<file path="src/rtl/cx_fpu_seq.sv">
// Sequencer for the custom-0 instruction group: drives the shared FP adder and
// multiplier for dsqa/xfsq over req/ack, computes mac locally, one result per instruction.
module cx_fpu_seq #(
  parameter int unsigned TIMEOUT    = 64,
  parameter int unsigned MAC_SIGNED = 0
) (
  input  logic        clk,
  input  logic        reset,
  input  logic        ins_valid,
  output logic        ins_ready,
  input  logic [2:0]  ins_funct3,
  input  logic [31:0] ins_rs1,
  input  logic [31:0] ins_rs2,
  input  logic [31:0] ins_rd_val,
  output logic        res_valid,
  output logic [31:0] res_data,
  output logic        res_illegal,
  output logic        res_timeout,
  output logic        fadd_req,
  output logic [31:0] fadd_a,
  output logic [31:0] fadd_b,
  input  logic        fadd_ack,
  input  logic [31:0] fadd_res,
  output logic        fmul_req,
  output logic [31:0] fmul_a,
  output logic [31:0] fmul_b,
  input  logic        fmul_ack,
  input  logic [31:0] fmul_res
);

  localparam int unsigned CNT_W = $clog2(TIMEOUT);
  localparam logic [CNT_W-1:0] CNT_LAST = CNT_W'(TIMEOUT - 1);

  localparam logic [2:0] F3_MAC  = 3'b000;
  localparam logic [2:0] F3_XFSQ = 3'b001;
  localparam logic [2:0] F3_DSQA = 3'b010;

  typedef enum logic [2:0] {
    S_IDLE     = 3'd0,
    S_ADD_WAIT = 3'd1,
    S_MUL_WAIT = 3'd2,
    S_MAC      = 3'd3,
    S_DONE     = 3'd4
  } state_e;

  state_e            state_q, state_d;
  logic [CNT_W-1:0]  cnt_q, cnt_d;
  logic [15:0]       mac_a_q, mac_a_d;
  logic [15:0]       mac_b_q, mac_b_d;
  logic [31:0]       rd_q, rd_d;
  logic              ins_ready_q, ins_ready_d;
  logic              res_valid_q, res_valid_d;
  logic [31:0]       res_data_q, res_data_d;
  logic              res_illegal_q, res_illegal_d;
  logic              res_timeout_q, res_timeout_d;
  logic              fadd_req_q, fadd_req_d;
  logic [31:0]       fadd_a_q, fadd_a_d;
  logic [31:0]       fadd_b_q, fadd_b_d;
  logic              fmul_req_q, fmul_req_d;
  logic [31:0]       fmul_a_q, fmul_a_d;
  logic [31:0]       fmul_b_q, fmul_b_d;

  logic              mac_sx_s;
  logic [31:0]       mac_a_ext_s, mac_b_ext_s, mac_prod_s;

  // 16x16 product; low 32 bits of the extended-operand product equal the signed product mod 2^32
  always_comb begin
    mac_sx_s    = (MAC_SIGNED != 32'd0);
    mac_a_ext_s = {{16{mac_sx_s & mac_a_q[15]}}, mac_a_q};
    mac_b_ext_s = {{16{mac_sx_s & mac_b_q[15]}}, mac_b_q};
    mac_prod_s  = mac_a_ext_s * mac_b_ext_s;
  end

  // Next-state and next-output logic
  always_comb begin
    state_d       = state_q;
    cnt_d         = cnt_q;
    mac_a_d       = mac_a_q;
    mac_b_d       = mac_b_q;
    rd_d          = rd_q;
    res_valid_d   = 1'b0;
    res_data_d    = res_data_q;
    res_illegal_d = 1'b0;
    res_timeout_d = 1'b0;
    fadd_req_d    = fadd_req_q;
    fadd_a_d      = fadd_a_q;
    fadd_b_d      = fadd_b_q;
    fmul_req_d    = fmul_req_q;
    fmul_a_d      = fmul_a_q;
    fmul_b_d      = fmul_b_q;

    case (state_q)
      S_IDLE: begin
        if (ins_valid) begin
          mac_a_d = ins_rs1[15:0];
          mac_b_d = ins_rs2[15:0];
          rd_d    = ins_rd_val;
          cnt_d   = '0;
          case (ins_funct3)
            F3_DSQA: begin
              state_d    = S_ADD_WAIT;
              fadd_req_d = 1'b1;
              fadd_a_d   = ins_rs1;
              fadd_b_d   = {~ins_rs2[31], ins_rs2[30:0]};
            end
            F3_XFSQ: begin
              state_d    = S_MUL_WAIT;
              fmul_req_d = 1'b1;
              fmul_a_d   = ins_rs1;
              fmul_b_d   = ins_rs1;
            end
            F3_MAC: begin
              state_d = S_MAC;
            end
            default: begin
              state_d       = S_DONE;
              res_valid_d   = 1'b1;
              res_illegal_d = 1'b1;
              res_data_d    = 32'h0000_0000;
            end
          endcase
        end else begin
          state_d = S_IDLE;
        end
      end
      S_ADD_WAIT: begin
        if (fadd_ack) begin
          state_d    = S_MUL_WAIT;
          fadd_req_d = 1'b0;
          fmul_req_d = 1'b1;
          fmul_a_d   = fadd_res;
          fmul_b_d   = fadd_res;
          cnt_d      = '0;
        end else if (cnt_q == CNT_LAST) begin
          state_d       = S_DONE;
          fadd_req_d    = 1'b0;
          res_valid_d   = 1'b1;
          res_timeout_d = 1'b1;
          res_data_d    = 32'h0000_0000;
        end else begin
          cnt_d = cnt_q + CNT_W'(1);
        end
      end
      S_MUL_WAIT: begin
        if (fmul_ack) begin
          state_d     = S_DONE;
          fmul_req_d  = 1'b0;
          res_valid_d = 1'b1;
          res_data_d  = fmul_res;
        end else if (cnt_q == CNT_LAST) begin
          state_d       = S_DONE;
          fmul_req_d    = 1'b0;
          res_valid_d   = 1'b1;
          res_timeout_d = 1'b1;
          res_data_d    = 32'h0000_0000;
        end else begin
          cnt_d = cnt_q + CNT_W'(1);
        end
      end
      S_MAC: begin
        state_d     = S_DONE;
        res_valid_d = 1'b1;
        res_data_d  = rd_q + mac_prod_s;
      end
      S_DONE: begin
        state_d = S_IDLE;
      end
      default: begin
        state_d    = S_IDLE;
        fadd_req_d = 1'b0;
        fmul_req_d = 1'b0;
      end
    endcase

    ins_ready_d = (state_d == S_IDLE);
  end

  // State and registered-output flops
  always_ff @(posedge clk) begin
    if (reset) begin
      state_q       <= S_IDLE;
      cnt_q         <= '0;
      mac_a_q       <= 16'h0000;
      mac_b_q       <= 16'h0000;
      rd_q          <= 32'h0000_0000;
      ins_ready_q   <= 1'b1;
      res_valid_q   <= 1'b0;
      res_data_q    <= 32'h0000_0000;
      res_illegal_q <= 1'b0;
      res_timeout_q <= 1'b0;
      fadd_req_q    <= 1'b0;
      fadd_a_q      <= 32'h0000_0000;
      fadd_b_q      <= 32'h0000_0000;
      fmul_req_q    <= 1'b0;
      fmul_a_q      <= 32'h0000_0000;
      fmul_b_q      <= 32'h0000_0000;
    end else begin
      state_q       <= state_d;
      cnt_q         <= cnt_d;
      mac_a_q       <= mac_a_d;
      mac_b_q       <= mac_b_d;
      rd_q          <= rd_d;
      ins_ready_q   <= ins_ready_d;
      res_valid_q   <= res_valid_d;
      res_data_q    <= res_data_d;
      res_illegal_q <= res_illegal_d;
      res_timeout_q <= res_timeout_d;
      fadd_req_q    <= fadd_req_d;
      fadd_a_q      <= fadd_a_d;
      fadd_b_q      <= fadd_b_d;
      fmul_req_q    <= fmul_req_d;
      fmul_a_q      <= fmul_a_d;
      fmul_b_q      <= fmul_b_d;
    end
  end

  assign ins_ready   = ins_ready_q;
  assign res_valid   = res_valid_q;
  assign res_data    = res_data_q;
  assign res_illegal = res_illegal_q;
  assign res_timeout = res_timeout_q;
  assign fadd_req    = fadd_req_q;
  assign fadd_a      = fadd_a_q;
  assign fadd_b      = fadd_b_q;
  assign fmul_req    = fmul_req_q;
  assign fmul_a      = fmul_a_q;
  assign fmul_b      = fmul_b_q;

endmodule
</file>
<file path="config.mk">
export PLATFORM = sky130hd
export DESIGN_NAME = cx_fpu_seq
export DESIGN_NICKNAME = d
export VERILOG_FILES = /design/src/rtl/cx_fpu_seq.sv
export SDC_FILE = /design/constraint.sdc
export NUM_CORES = 1
export LEC_CHECK = 0
export BUFFER_PORTS_ARGS = -buffer_cell sky130_fd_sc_hd__buf_2
export CAP_MARGIN = 20
export CORE_MARGIN = 5
export CORE_UTILIZATION = 45
export CTS_CLUSTER_DIAMETER = 30
export CTS_CLUSTER_SIZE = 20
export DETAILED_ROUTE_END_ITERATION = 6
export PLACE_DENSITY = 0.67
export SLEW_MARGIN = 20
export SYNTH_ARGS = -nofsm -noshare
export SYNTH_HDL_FRONTEND = slang
export SYNTH_SLANG_ARGS = --single-unit
</file>
<file path="constraint.sdc">
create_clock -name clk -period 10.3 [get_ports clk]
set_clock_uncertainty 0.15 [all_clocks]
set_input_delay 1.03 -clock clk [delete_from_list [all_inputs] [get_ports clk]]
set_output_delay 1.03 -clock clk [all_outputs]
set_load 0.03 [all_outputs]
</file>
==> flow_summary.ini, run 1 <==
[status]
outcome = completed

[worst_setup_path]
critical_path_required_ps = 10570
reg2reg_from = mac_a_q[13]
critPathLaunchType = register
reg2regPathDepth = 19
critPathLaunch = mac_a_q[13]
critPathBufInv = 5
critical_path_class = reg2reg
path_max_fanout = 17
regToRegSetupSlack_ps = 3670
path_common_cell = fa_1
worstPathCellList = nand2_1 -> fa_1 -> inv_1 -> fa_1 -> inv_1 -> fa_1 -> inv_1 -> fa_1 -> fa_1 -> inv_1 -> fa_1 -> inv_1 -> ha_1 -> a21oi_1 -> o21ai_0 -> o311a_1 -> a2111oi_0 -> xor2_1 -> o22ai_1
path_delay_family = adder cells
max_stage_delay_ps = 780
worst-path-stages = 19
critPathArrivalTime_ps = 6910
cpMaxStageDelayCell = dfxtp_1
cp-end-kind = register

[synth]
synth.distinct_cells = 63
synth_seq_cells = 207
yosysWarningCount = 0
synth_fp_nets = 2634
yosysSeqAreaShare_pct = 23.3
synth_edf_count = 0
syn_inst = 2141
syn-cell-area_um2 = 17800
synthArstFlopShare_pct = 0
synth_ff_type = dfxtp_1
postSynthAreaPerCell_um2 = 8.31

[clock_network]
clk_pin_slew_ps = 50
cts.root.buffer_cell = clkbuf_16
h-tree-depth = 2
clock_path_buffers = 3
ctsResizeCount = 0
post_cts_buffers = 0
cts_inserted_buffers = 52
clk_latency_ps = 590
clkSinkCount = 207
hold_buffers = 0
cts_tree = built

[route]
drt-initial-drc-count = 1064
drc = 0
routed_wl_mm = 54.6
drtPass1Iterations = 6
viasPerCell = 5.28
wl_per_cell_um = 18.5
antenna_left = 0
vias = 15551

[sta]
fmax_mhz = 151
timing.final.crit_share_pct = 64.4
tns_ps = 0
setup_violations = 0
rsz0062_at_grt = no
fin_crit_ps = 6630
slew_violations = 0
worst_slack_ps = 3670
hold_violations = 0
tightest_slew_ps = 1060
slew_headroom_pct = 29.2

[pwr]
ir_drop_uv = 139
power_density_nw_per_um2 = 149
p_leak_nw = 10.2

[finish]
design_area_um2 = 21300
post-route-util_pct = 54.8
area.growth.synth_to_final_pct = 19.8
nets = 2873
final_layout_size_suffix_gt1_share_pct = 18.5
fillers = 3658

[grt]
grtUsageMet1_pct = 29.8
grt_use_total_pct = 24.6
gr-total-overflow = 0
grt_start_max_net_pins = 113
grt_pass1_wl_mm = 86.6
antenna_found_initial = 10
met3_usage_pct = 6.09
first_global_vias = 16153
grt.busiest_layer = met2
grt_use_met2_pct = 42.8

[floorplan]
start_util_pct = 45.7
die_h_um = 209
core_um2 = 38900
fp.dieW_um = 209
die_area_um2 = 43600
row_count = 72
pin_count = 334

[placed_design]
gp_congestion = 0.896
dp_hpwl_mm = 41.8
dp_slack_ps = 3730
place_area_um2 = 19500
buffer_ports.inserted = 333

[flow_run]
cap_violations = 0

[min_path]
hold_path.class = reg2reg
holdPathStages = 2
worstHoldStart = fadd_a[28]
[cells in the mapped netlist (all sizes together), types with 7 or more instances]
cell type | count | area, um2
nand4 | 11 | 68.8
nand3 | 10 | 50.1
a222oi | 16 | 160
clkbuf | 105 | 394
ha | 100 | 1250
a21oi | 176 | 881
a21o | 12 | 90.1
xor2 | 12 | 105
xnor2 | 11 | 96.3
o211ai | 7 | 52.6
nor3 | 17 | 85.1
dfxtp | 207 | 4140
o22ai | 9 | 56.3
buf | 53 | 353
mux2i | 34 | 340
fa | 225 | 4500
inv | 343 | 1290
o21ai | 31 | 155
nor2 | 77 | 289
nand2 | 427 | 1600
a22oi | 13 | 103
a211oi | 40 | 300
and2 | 122 | 763
[flip-flops by register name, indices dropped and copies added (netlist names), 3 cells and up]
signal / cells
mac_b_q: 16
fadd_a: 32
fmul_b: 32
fadd_b: 32
res_data: 32
mac_a_q: 16
cnt_q: 6
rd_q: 32
state_q: 3
[worst min-delay path: stages (launching register included)]
cell	delay [ps]
dfxtp_1	300
nand2_1	50
a21oi_1	50
[layout make-up]
| cell class | count | area (um2) | share of cell area [%] |
|---|---|---|---|
| inverter | 343 | 1290 | 6.04 |
| timing repair buffer | 343 | 1750 | 8.20 |
| clock buffer | 68 | 1460 | 6.86 |
| multi-input combinational | 1433 | 11600 | 54.7 |
| clock inverter | 29 | 364 | 1.71 |
| sequential | 207 | 4140 | 19.4 |
| tap | 518 | 648 | 3.04 |
| antenna | 4 | 10.0 | 0.0470 |
[where the power goes]
| part | leakage [nW] | internal [mW] | total, mW | switching, mW |
|---|---|---|---|---|
| logic | 7.61 | 0.214 | 0.603 | 0.389 |
| registers | 1.68 | 0.840 | 0.915 | 0.0751 |
| clock network | 0.877 | 1.12 | 1.66 | 0.533 |
[per-layer routing]
layer / up-vias / routed length, um
met5: - / 55
met4: 8 / 1520
met3: 107 / 3970
met2: 534 / 27600
met1: 7679 / 21500
li1: 7223 / -
[stage by stage]
stage / instances / hold WS [ps] / total power [mW]
2_1_floorplan: 2141 / 286 / 1.32
3_3_place_gp: 2844 / 290 / 1.52
3_5_place_dp: 2844 / 294 / 1.53
4_1_cts: 2941 / 303 / 3.21
5_1_grt: 2943 / 313 / 3.33
6_report: 2945 / 301 / 3.18
[cell families (layout without fill, tap and decap cells)]
kind of cell / after synthesis / count (layout) / synth area share (%)
adder cells (fa/ha/maj): 325 / 325 / 32.4
AO/OA/AOI/OAI: 351 / 351 / 12.3
other: 0 / 4 / 0
multiplexers: 34 / 34 / 1.91
flip-flops: 207 / 207 / 23.3
buffers and inverters: 501 / 783 / 11.4
XOR/XNOR: 23 / 23 / 1.13
AND/OR/NAND/NOR: 700 / 700 / 17.5
[layout by cell type (no fill, tap or decap), types with 5 or more instances in the layout]
cell and count:
o21ai_0 29, fa_1 225, dfxtp_1 207, xnor2_1 11, a21oi_1 176, a211o_1 6
clkinvlp_4 7, nand2b_1 5, nor2_1 75, nand4_1 11, a22oi_1 12, clkbuf_1 6
or3_1 5, buf_2 332, o22ai_1 9, xor2_1 12, a21o_1 11, a211oi_1 40
o21a_1 6, bufinv_16 5, nor3_1 15, nand2_1 426, and2_1 122, mux2i_1 34
a222oi_1 16, inv_1 343, clkbuf_16 52, clkinv_2 10, ha_1 100, clkbuf_8 10
buf_4 10, o211ai_1 7, nand3_1 10
[path summary, 6_finish.rpt]
path | endpoint
min reg2reg | fadd_a[28]
max reg2reg | res_data[29]
min | fadd_a[28]
max | res_data[29]
No activity file was read; power rests on OpenSTA's default activity.
==> run 2, diff against run 1 <==
--- a/config.mk
+++ b/config.mk
@@ -5,6 +5,7 @@
 export SDC_FILE = /design/constraint.sdc
 export NUM_CORES = 1
 export LEC_CHECK = 0
+export ABC_AREA = 1
 export BUFFER_PORTS_ARGS = -buffer_cell sky130_fd_sc_hd__buf_2
 export CAP_MARGIN = 20
 export CORE_MARGIN = 5
==> constraint.sdc (replaced) <==
create_clock -name clk -period 6.5 [get_ports clk]
set_clock_uncertainty 0.15 [all_clocks]
set_input_delay 0.65 -clock clk [delete_from_list [all_inputs] [get_ports clk]]
set_output_delay 0.65 -clock clk [all_outputs]
set_load 0.03 [all_outputs]
==> flow_summary.ini, run 2 <==
[synth]
synthArstFlopShare_pct = 0
yosys.area.top_type = fa_1
yosysWarningCount = 0
yosysSeqAreaShare_pct = 22.4
synth_top_area_share_pct = 24.4
synth_edf_count = 0
syn-cell-area_um2 = 18500
synth_ff_type = dfxtp_1
postSynthAreaPerCell_um2 = 7.24
synth_seq_cells = 207
synth_fp_nets = 3046
synth_area_leaders = fa_1 (24%), dfxtp_1 (22%), nand2_1 (13%), inv_1 (12%), ha_1 (6.8%)
synth.distinct_cells = 37
synth_common_cells = nand2_1 (619), inv_1 (607), fa_1 (225)
syn_inst = 2553
synth_most_common_cell = nand2_1

[sta]
setup_violations = 0
slew_headroom_pct = 32.4
tns_ps = 0
worst_hold_slack_ps = 122
fmax_mhz = 162
timing.final.crit_share_pct = 95.2
slew_violations = 0
worst_slack_ps = 314
fin_crit_ps = 6190
rsz0062_at_grt = no
hold_violations = 0
tightest_slew_ps = 1010

[clock_network]
cts_tree = built
cts.root.buffer_cell = clkbuf_16
clock_path_buffers = 3
clk_latency_ps = 570
h-tree-depth = 2
post_cts_buffers = 0
clk_pin_slew_ps = 50
clkSinkCount = 207
cts_inserted_buffers = 51

[grt]
grt_use_total_pct = 26.3
grt_use_met2_pct = 44.6
grt.busiest_layer = met2
grt_start_max_net_pins = 109
first_global_vias = 17534
grtUsageMet1_pct = 33.4
antenna_found_initial = 9
met3_usage_pct = 5.81
grt_pass1_wl_mm = 93.4
gr-total-overflow = 0

[finish]
design_area_um2 = 22300
final_layout_size_suffix_gt1_share_pct = 17.3
nets = 3309
multi_input_area_um2 = 11200
final_common_cell = nand2_1
layout.area.seq_um2 = 4150
fillers = 3923
layout_common_cells = nand2_1 (619), inv_1 (606), buf_2 (333)
area.growth.synth_to_final_pct = 20.4

[pwr]
combPwrFrac_pct = 35.3
power_frac_seq_pct = 22.8
clock_power_share_pct = 41.9
sw_frac_of_total_pct = 38.1
ir_drop_uv = 238
power_density_nw_per_um2 = 296
switchingPower_mw = 2.51
power_mw = 6.58
p_int_mw = 4.07
p_leak_nw = 12.7

[floorplan]
pin_count = 334
fp.dieW_um = 213
die_area_um2 = 45200
die_h_um = 213
row_count = 74
core_um2 = 40700
start_util_pct = 45.3

[worst_setup_path]
critical_path_required_ps = 6770
critPathLaunchType = register
cp-end-kind = register
path_max_fanout = 10
critPathArrivalTime_ps = 6460
critical_path_class = reg2reg

[placed_design]
place_area_um2 = 20300
buffer_ports.inserted = 333
gp_congestion = 0.929
dp_hpwl_mm = 46.9
dp_slack_ps = 156

[min_path]
hold_path.class = in2reg

[route]
drtPass1Iterations = 5
wl_per_cell_um = 17.6
routed_wl_mm = 59.6
antenna_left = 0
drt-initial-drc-count = 1173
drc = 0
viasPerCell = 5.02
vias = 17037

[flow_run]
cap_violations = 0

[status]
outcome = completed
run 2: cells by family after synthesis:
kind of cell	synth area share, %
compound gates	10.8
simple gates	18.6
xor+xnor	0.190
buf+inv	16.8
flops	22.4
fa+ha+maj	31.2
run 2: area by class of cell:
cell class	count	area share, %
Clock inverter	24	1.74
Sequential cell	207	18.7
Clock buffer	68	6.70
Timing Repair Buffer	377	9.06
Multi-Input combinational cell	1565	50.4
Tap cell	532	2.99
Antenna cell	5	0.0562
Inverter	614	10.4
run 2: power by group through the flow:
stage / Combinational (mW) / Sequential, mW / Clock (mW)
after floorplan: 1.61 / 1.49 / 0
after global placement: 2.31 / 1.51 / 0
after CTS: 2.34 / 1.50 / 2.79
after global routing: 2.65 / 1.51 / 2.86
final: 2.32 / 1.50 / 2.76
after detailed placement: 2.33 / 1.52 / 0
run 2: layer usage:
layer,wire (um),up-vias,part of all wire (%)
met3,4550,101,7.6
met1,23900,8170,40
li1,-,8108,-
met5,34,-,0.057
met2,29300,654,49
met4,1840,4,3.1
run 2: path summary, 6_finish.rpt:
check / cells after the start / slack [ps] / from / end
min reg2reg: 2 / 320 / fmul_req / fmul_req
max reg2reg: 23 / 310 / mac_b_q[1] / res_data[21]
min: 2 / 120 / ins_rs2[31] / fadd_b[31]
max: 23 / 310 / mac_b_q[1] / res_data[21]
run 2: timing repair:
item                                    CTS  global route
resized for setup                         0             6
endpoints found under the setup margin    0            12
hold buffers                              0             0
run 2: stage by stage:
| step | cells | util, % |
|---|---|---|
| 5_1_grt | 3392 | 54.6 |
| 2_1_floorplan | 2553 | - |
| 3_3_place_gp | 3294 | 49.9 |
| 3_5_place_dp | 3294 | 49.9 |
| 6_report | 3392 | 54.6 |
| 4_1_cts | 3386 | 54.5 |
run 2: worst max-delay path, cell delays in order, from the launching register on:
cell	delay, ps
dfxtp_1	700
buf_4	270
nand2_1	90
fa_1	510
fa_1	500
fa_1	430
inv_1	70
fa_1	440
fa_1	550
inv_1	50
fa_1	470
inv_1	40
ha_1	370
nand2_1	130
nor2_1	310
nand3_1	120
nand3_1	220
nand3_1	160
nand2_1	90
nand2_1	50
nand3_1	110
nand2_1	60
nand2_1	50
a21oi_1	70
